## src/rtl/leitor_seg_pkg.sv

```systemverilog
// leitor_seg_pkg: shared constants, segment table and FSM states for the seven-segment reader
package leitor_seg_pkg;
  localparam int num_digits = 4;
  localparam logic [6:0] seg_table [16] = '{
    7'h7E, 7'h30, 7'h6D, 7'h79, 7'h33, 7'h5B, 7'h5F, 7'h70,
    7'h7F, 7'h7B, 7'h77, 7'h1F, 7'h4E, 7'h3D, 7'h4F, 7'h47
  };
  typedef enum logic [1:0] {IDLE, SETTLE, HELD} state_t;
endpackage

```

## src/rtl/seg_pattern_decode.sv

```systemverilog
// seg_pattern_decode: active-high a..g pattern to hex nibble, nibble 0 with hit=0 on a miss
module seg_pattern_decode
  import leitor_seg_pkg::*;
(
  input  logic [6:0] pattern,
  output logic [3:0] nibble,
  output logic       hit
);
  always_comb begin
    nibble = 4'd0;
    hit = 1'b0;
    for (int i = 0; i < 16; i++)
      if (seg_table[i] == pattern) begin
        nibble = 4'(i);
        hit = 1'b1;
      end
  end
endmodule

```

## src/rtl/leitor_seg2bin.sv

```systemverilog
// leitor_seg2bin: samples a multiplexed 4-digit seven-segment bus and rebuilds
// the displayed hex value as a valid/ready frame
module leitor_seg2bin
  import leitor_seg_pkg::*;
#(
  parameter int STABLE_CYCLES = 4
) (
  input  logic        clk,
  input  logic        rst_n,
  input  logic [3:0]  an_n,
  input  logic [7:0]  seg_n,
  output logic [15:0] out_data,
  output logic [3:0]  out_dp,
  output logic [3:0]  out_err,
  output logic        out_valid,
  input  logic        out_ready,
  output logic        overrun
);
  logic [11:0] s1, s2, prev;
  state_t st;
  logic [7:0] cnt;
  logic sel, hit, full, acc, acc_dp, acc_err;
  logic [1:0] dig, acc_dig;
  logic [3:0] nib, acc_nib;
  logic [15:0] slot_data;
  logic [num_digits-1:0] slot_dp, slot_err, mask;
  always_comb begin
    sel = $countones(~s2[11:8]) == 1;
    dig = !s2[8] ? 2'd0 : !s2[9] ? 2'd1 : !s2[10] ? 2'd2 : 2'd3;
    full = &mask;
  end
  seg_pattern_decode u_dec (.pattern(~s2[7:1]), .nibble(nib), .hit(hit));
  // a digit is accepted once, on the sample that makes the run STABLE_CYCLES long
  always_ff @(posedge clk or negedge rst_n) begin
    if (!rst_n) begin
      s1 <= '0;
      s2 <= '0;
      prev <= '0;
      st <= IDLE;
      cnt <= 8'd0;
      acc <= 1'b0;
      acc_dig <= 2'd0;
      acc_nib <= 4'd0;
      acc_dp <= 1'b0;
      acc_err <= 1'b0;
    end else begin
      s1 <= {an_n, seg_n};
      s2 <= s1;
      prev <= s2;
      acc <= 1'b0;
      if (st != IDLE && s2 == prev) begin
        if (st == SETTLE) begin
          cnt <= cnt + 8'd1;
          if (cnt + 8'd1 == 8'(STABLE_CYCLES)) begin
            st <= HELD;
            acc <= 1'b1;
            acc_dig <= dig;
            acc_nib <= nib;
            acc_dp <= ~s2[0];
            acc_err <= ~hit;
          end
        end
      end else begin
        st <= sel ? SETTLE : IDLE;
        cnt <= sel ? 8'd1 : 8'd0;
      end
    end
  end
  // a full mask is flushed one cycle later, delivered or dropped as overrun
  always_ff @(posedge clk or negedge rst_n) begin
    if (!rst_n) begin
      slot_data <= 16'd0;
      slot_dp <= '0;
      slot_err <= '0;
      mask <= '0;
      out_data <= 16'd0;
      out_dp <= 4'd0;
      out_err <= 4'd0;
      out_valid <= 1'b0;
      overrun <= 1'b0;
    end else begin
      if (acc) begin
        slot_data[{acc_dig, 2'b00} +: 4] <= acc_nib;
        slot_dp[acc_dig] <= acc_dp;
        slot_err[acc_dig] <= acc_err;
      end
      mask <= (full ? 4'd0 : mask) | ({3'd0, acc} << acc_dig);
      overrun <= full && out_valid && !out_ready;
      if (full && (!out_valid || out_ready)) begin
        out_data <= slot_data;
        out_dp <= slot_dp;
        out_err <= slot_err;
        out_valid <= 1'b1;
      end else if (!full && out_ready)
        out_valid <= 1'b0;
    end
  end
endmodule

```

## config.mk

```make
export PLATFORM = sky130hd
export DESIGN_NAME = leitor_seg2bin
export DESIGN_NICKNAME = d
export VERILOG_FILES = /design/src/rtl/leitor_seg_pkg.sv /design/src/rtl/seg_pattern_decode.sv /design/src/rtl/leitor_seg2bin.sv
export SDC_FILE = /design/constraint.sdc
export NUM_CORES = 1
export LEC_CHECK = 0
export CAP_MARGIN = 20
export CELL_PAD_IN_SITES_DETAIL_PLACEMENT = 2
export CELL_PAD_IN_SITES_GLOBAL_PLACEMENT = 2
export CORE_ASPECT_RATIO = 0.75
export CORE_MARGIN = 5
export CORE_UTILIZATION = 35
export DETAILED_ROUTE_END_ITERATION = 8
export PLACE_DENSITY_LB_ADDON = 0.08
export SYNTH_ARGS = -nofsm -noshare
export SYNTH_HDL_FRONTEND = slang
export SYNTH_HIERARCHICAL = 1
export SYNTH_SLANG_ARGS = --single-unit
```

## constraint.sdc

```tcl
create_clock -name clk -period 7.09 [get_ports clk]
set_clock_uncertainty 0.1 [all_clocks]
set_input_delay 2.127 -clock clk [delete_from_list [all_inputs] [get_ports clk]]
set_output_delay 2.127 -clock clk [all_outputs]
set_load 0.1 [all_outputs]
```

==> metrics.md <==
| Metric | Value |
|---|---|
| RSZ-0062 raised after global routing | no |
| TritonCTS clock tree | done |
| IO Count | 41 |
| Area of the multi-input gates | 1670 um2 |
| Starting Density | 0.354 |
| Fill cells | 1318 |
| Root Buffer | clkbuf_16 |
| Share of cells above drive strength 1 | 0.132 |
| Max Slew Vio Count | 0 |
| Synth warn | 6 |
| Finished Core Util | 0.417 |
| Post-synth ARST share | 1.00 |
| Routed length per placed instance | 16.2 um |
| Residual DRC | 0 |
| Mean area per synthesized cell | 12.0 um2 |
| Sequential element share of the synthesized area | 0.599 |
| Clk_lat worst skew | 0.35 ns |
| Final wirelength | 9.65 mm |
| Synth cell types | 51 |
| CP Max Fanout | 2 |
| Die height | 109 um |
| Std-Cell Rows | 36 |
| Cts repair resizes | 0 |
| DR pass1 iterations | 4 |
| Pin count of the biggest net entering global routing | 58 |
| Setup-failing EPs final | 0 |
| Period utilization | 0.573 |
| CP max stage delay | 1.14 ns |
| Core box area | 12900 um2 |
| First-pass GRT wire length | 16.9 mm |
| Syn_nets | 407 |
| CP top delay family | buffers and inverters |
| CP Data Required Time | 4.86 ns |
| Antenna violations before repair | 0 |
| Post-synth top cells | 109 x dfrtp_1, 47 x nand2_1, 26 x mux2_2, 26 x o21ai_0, 18 x inv_1 |
| Top_reg_cell synth | dfrtp_1 |
| Tightest Hold Check Type | flop to flop |
| Synth area leaders | dfrtp_1 60%, mux2_2 6.4%, nand2_1 3.9% |
| PortBufs | 40 |
| Syn Std Cell Area | 4550 um2 |
| Slew margin rel. | 0.349 |
| Antenna diodes | 0 |
| Seq. cell area | 2730 um2 |
| Fin. Hold Viols | 0 |
| Arrival time of the worst setup path | 1.84 ns |
| Max Cap Viol | 0 |
| Cell taking the most area after synthesis | dfrtp_1 |
| Seq cells post-synth | 109 |
| Count leader, synth | dfrtp_1 |
| Post-CTS Setup Bufs | 0 |
| Critical path type | flop to output port |
| Overflow after GRT | 0 |
| Detailed-route via count | 2965 |
| Bufs and invs on worst path | 1 |
| Slew @ Worst Pin | 0.974 ns |
| Chip width | 142 um |
| Share of the synthesized area in the top cell type | 0.599 |
| Vias in the first global route | 3329 |
| CTS Buf Count | 9 |
| Slowest CP cell | clkdlybuf4s50_1 |
| Gpl congestion | 0.785 |
| Tot GR Track Use | 0.137 |
| Area Overhead vs Synth | 18.0% |
| Initial drt markers | 80 |
| Cell count after synthesis | 381 |
| Layout Nets | 444 |
| Peak Freq | 246 MHz |
| Crit. End Element | output port |
| P per Cell Area | 218 nW/um2 |
| Post-route minimum period | 4.06 ns |
| Post-CTS Hold Fix Bufs | 0 |
| Status | finished clean |
| Crit path cell chain | clkdlybuf4s50_1 |
| VDD IR max | 0.000119 V |
| Htree depth | 3 |
| Remaining antenna violation count after routing | 0 |
| P_leak | 0.00247 uW |
| CTS max path bufs | 2 |
| EDFF count, synth | 0 |
| Worst-path clk slew | 0.08 ns |
| Startpoint class of the critical path | flop |
| Clock sinks | 109 |
| Setup_tns | 0 ns |
| Die area | 15400 um2 |
| DP HPWL | 6.76 mm |
| DR vias/cell | 4.99 |
[cells in the final DEF (no fill, tap or decap), drive strengths merged, types with 2 or more instances in the layout]
cell,Yosys,routed
nand2b,7,7
nor3,7,7
nor4,4,4
xor2,13,13
and3,2,2
a211o,2,2
ha,10,10
a22oi,5,5
and3b,2,2
nand4,4,4
nand2,47,47
or4,3,3
clkinv,0,3
nor2,16,16
o31ai,2,2
xnor2,3,3
clkdlybuf4s50,0,39
dfrtp,109,109
a22o,8,8
buf,7,3
mux2i,4,4
o21ai,28,28
or4b,2,2
inv,18,22
a21oi,6,6
mux2,31,31
nand3b,3,3
nor2b,2,2
clkbuf,9,9
nand3,11,11
[where the power goes]
group / internal, uW / switching [uW]
clock: 243 / 236
combinational: 19.6 / 30.9
sequential: 633 / 11.7
[cell families (layout without fill, tap and decap cells)]
logic type | Yosys count | count (layout) | share of synthesized area
AO/OA/AOI/OAI | 62 | 62 | 0.0890
XOR/XNOR | 16 | 16 | 0.0308
adder cells (fa/ha/maj) | 11 | 11 | 0.0319
buffers and inverters | 34 | 76 | 0.0357
flip-flops | 109 | 109 | 0.599
multiplexers | 35 | 35 | 0.0896
AND/OR/NAND/NOR | 114 | 114 | 0.124
[flip-flops by register name, summed over array words and instances, names as in the netlist, 8 cells and up]
signal,flops
slot_data,16
s1,12
s2,12
cnt,8
out_data,16
prev,12
[final timing paths]
check                      slack (ns)  cells after the start       start            end
max in group asynchronous        4.02                      2       rst_n  slot_data[11]
setup / recovery                 3.03                      1  out_err[0]     out_err[0]
setup reg to reg                 4.29                      6      cnt[0]     acc_dig[1]
hold reg to reg                  0.25                      0       s1[6]          s2[6]
hold / removal                   0.25                      0       s1[6]          s2[6]
min in group asynchronous        1.70                      1       rst_n          s1[3]
[layout make-up]
class,instances,share of cell area
tap,171,0.0398
clock inverter,7,0.0100
inverter,18,0.0126
clock buffer,9,0.0419
sequential,109,0.507
timing repair buffer,42,0.0782
multi-input combinational,238,0.310
[through the flow]
stage	setup slack (ns)	cells	instance area (um2)	total power (uW)	hold WS [ns]
floorplan	3.55	381	4550	681	0.231
global placement	2.75	577	5080	707	0.234
detailed placement	3.15	578	5100	710	0.236
CTS	3.00	594	5380	1200	0.254
global route	2.96	594	5380	1230	0.254
finish	3.03	594	5380	1170	0.250
[per-layer routing]
metal / track usage / wire length (um)
met4: 0.0370 / 111
met5: 0 / 0
met2: 0.223 / 4550
met1: 0.186 / 4730
met3: 0.0298 / 260
(Power assumes the default switching activity.)
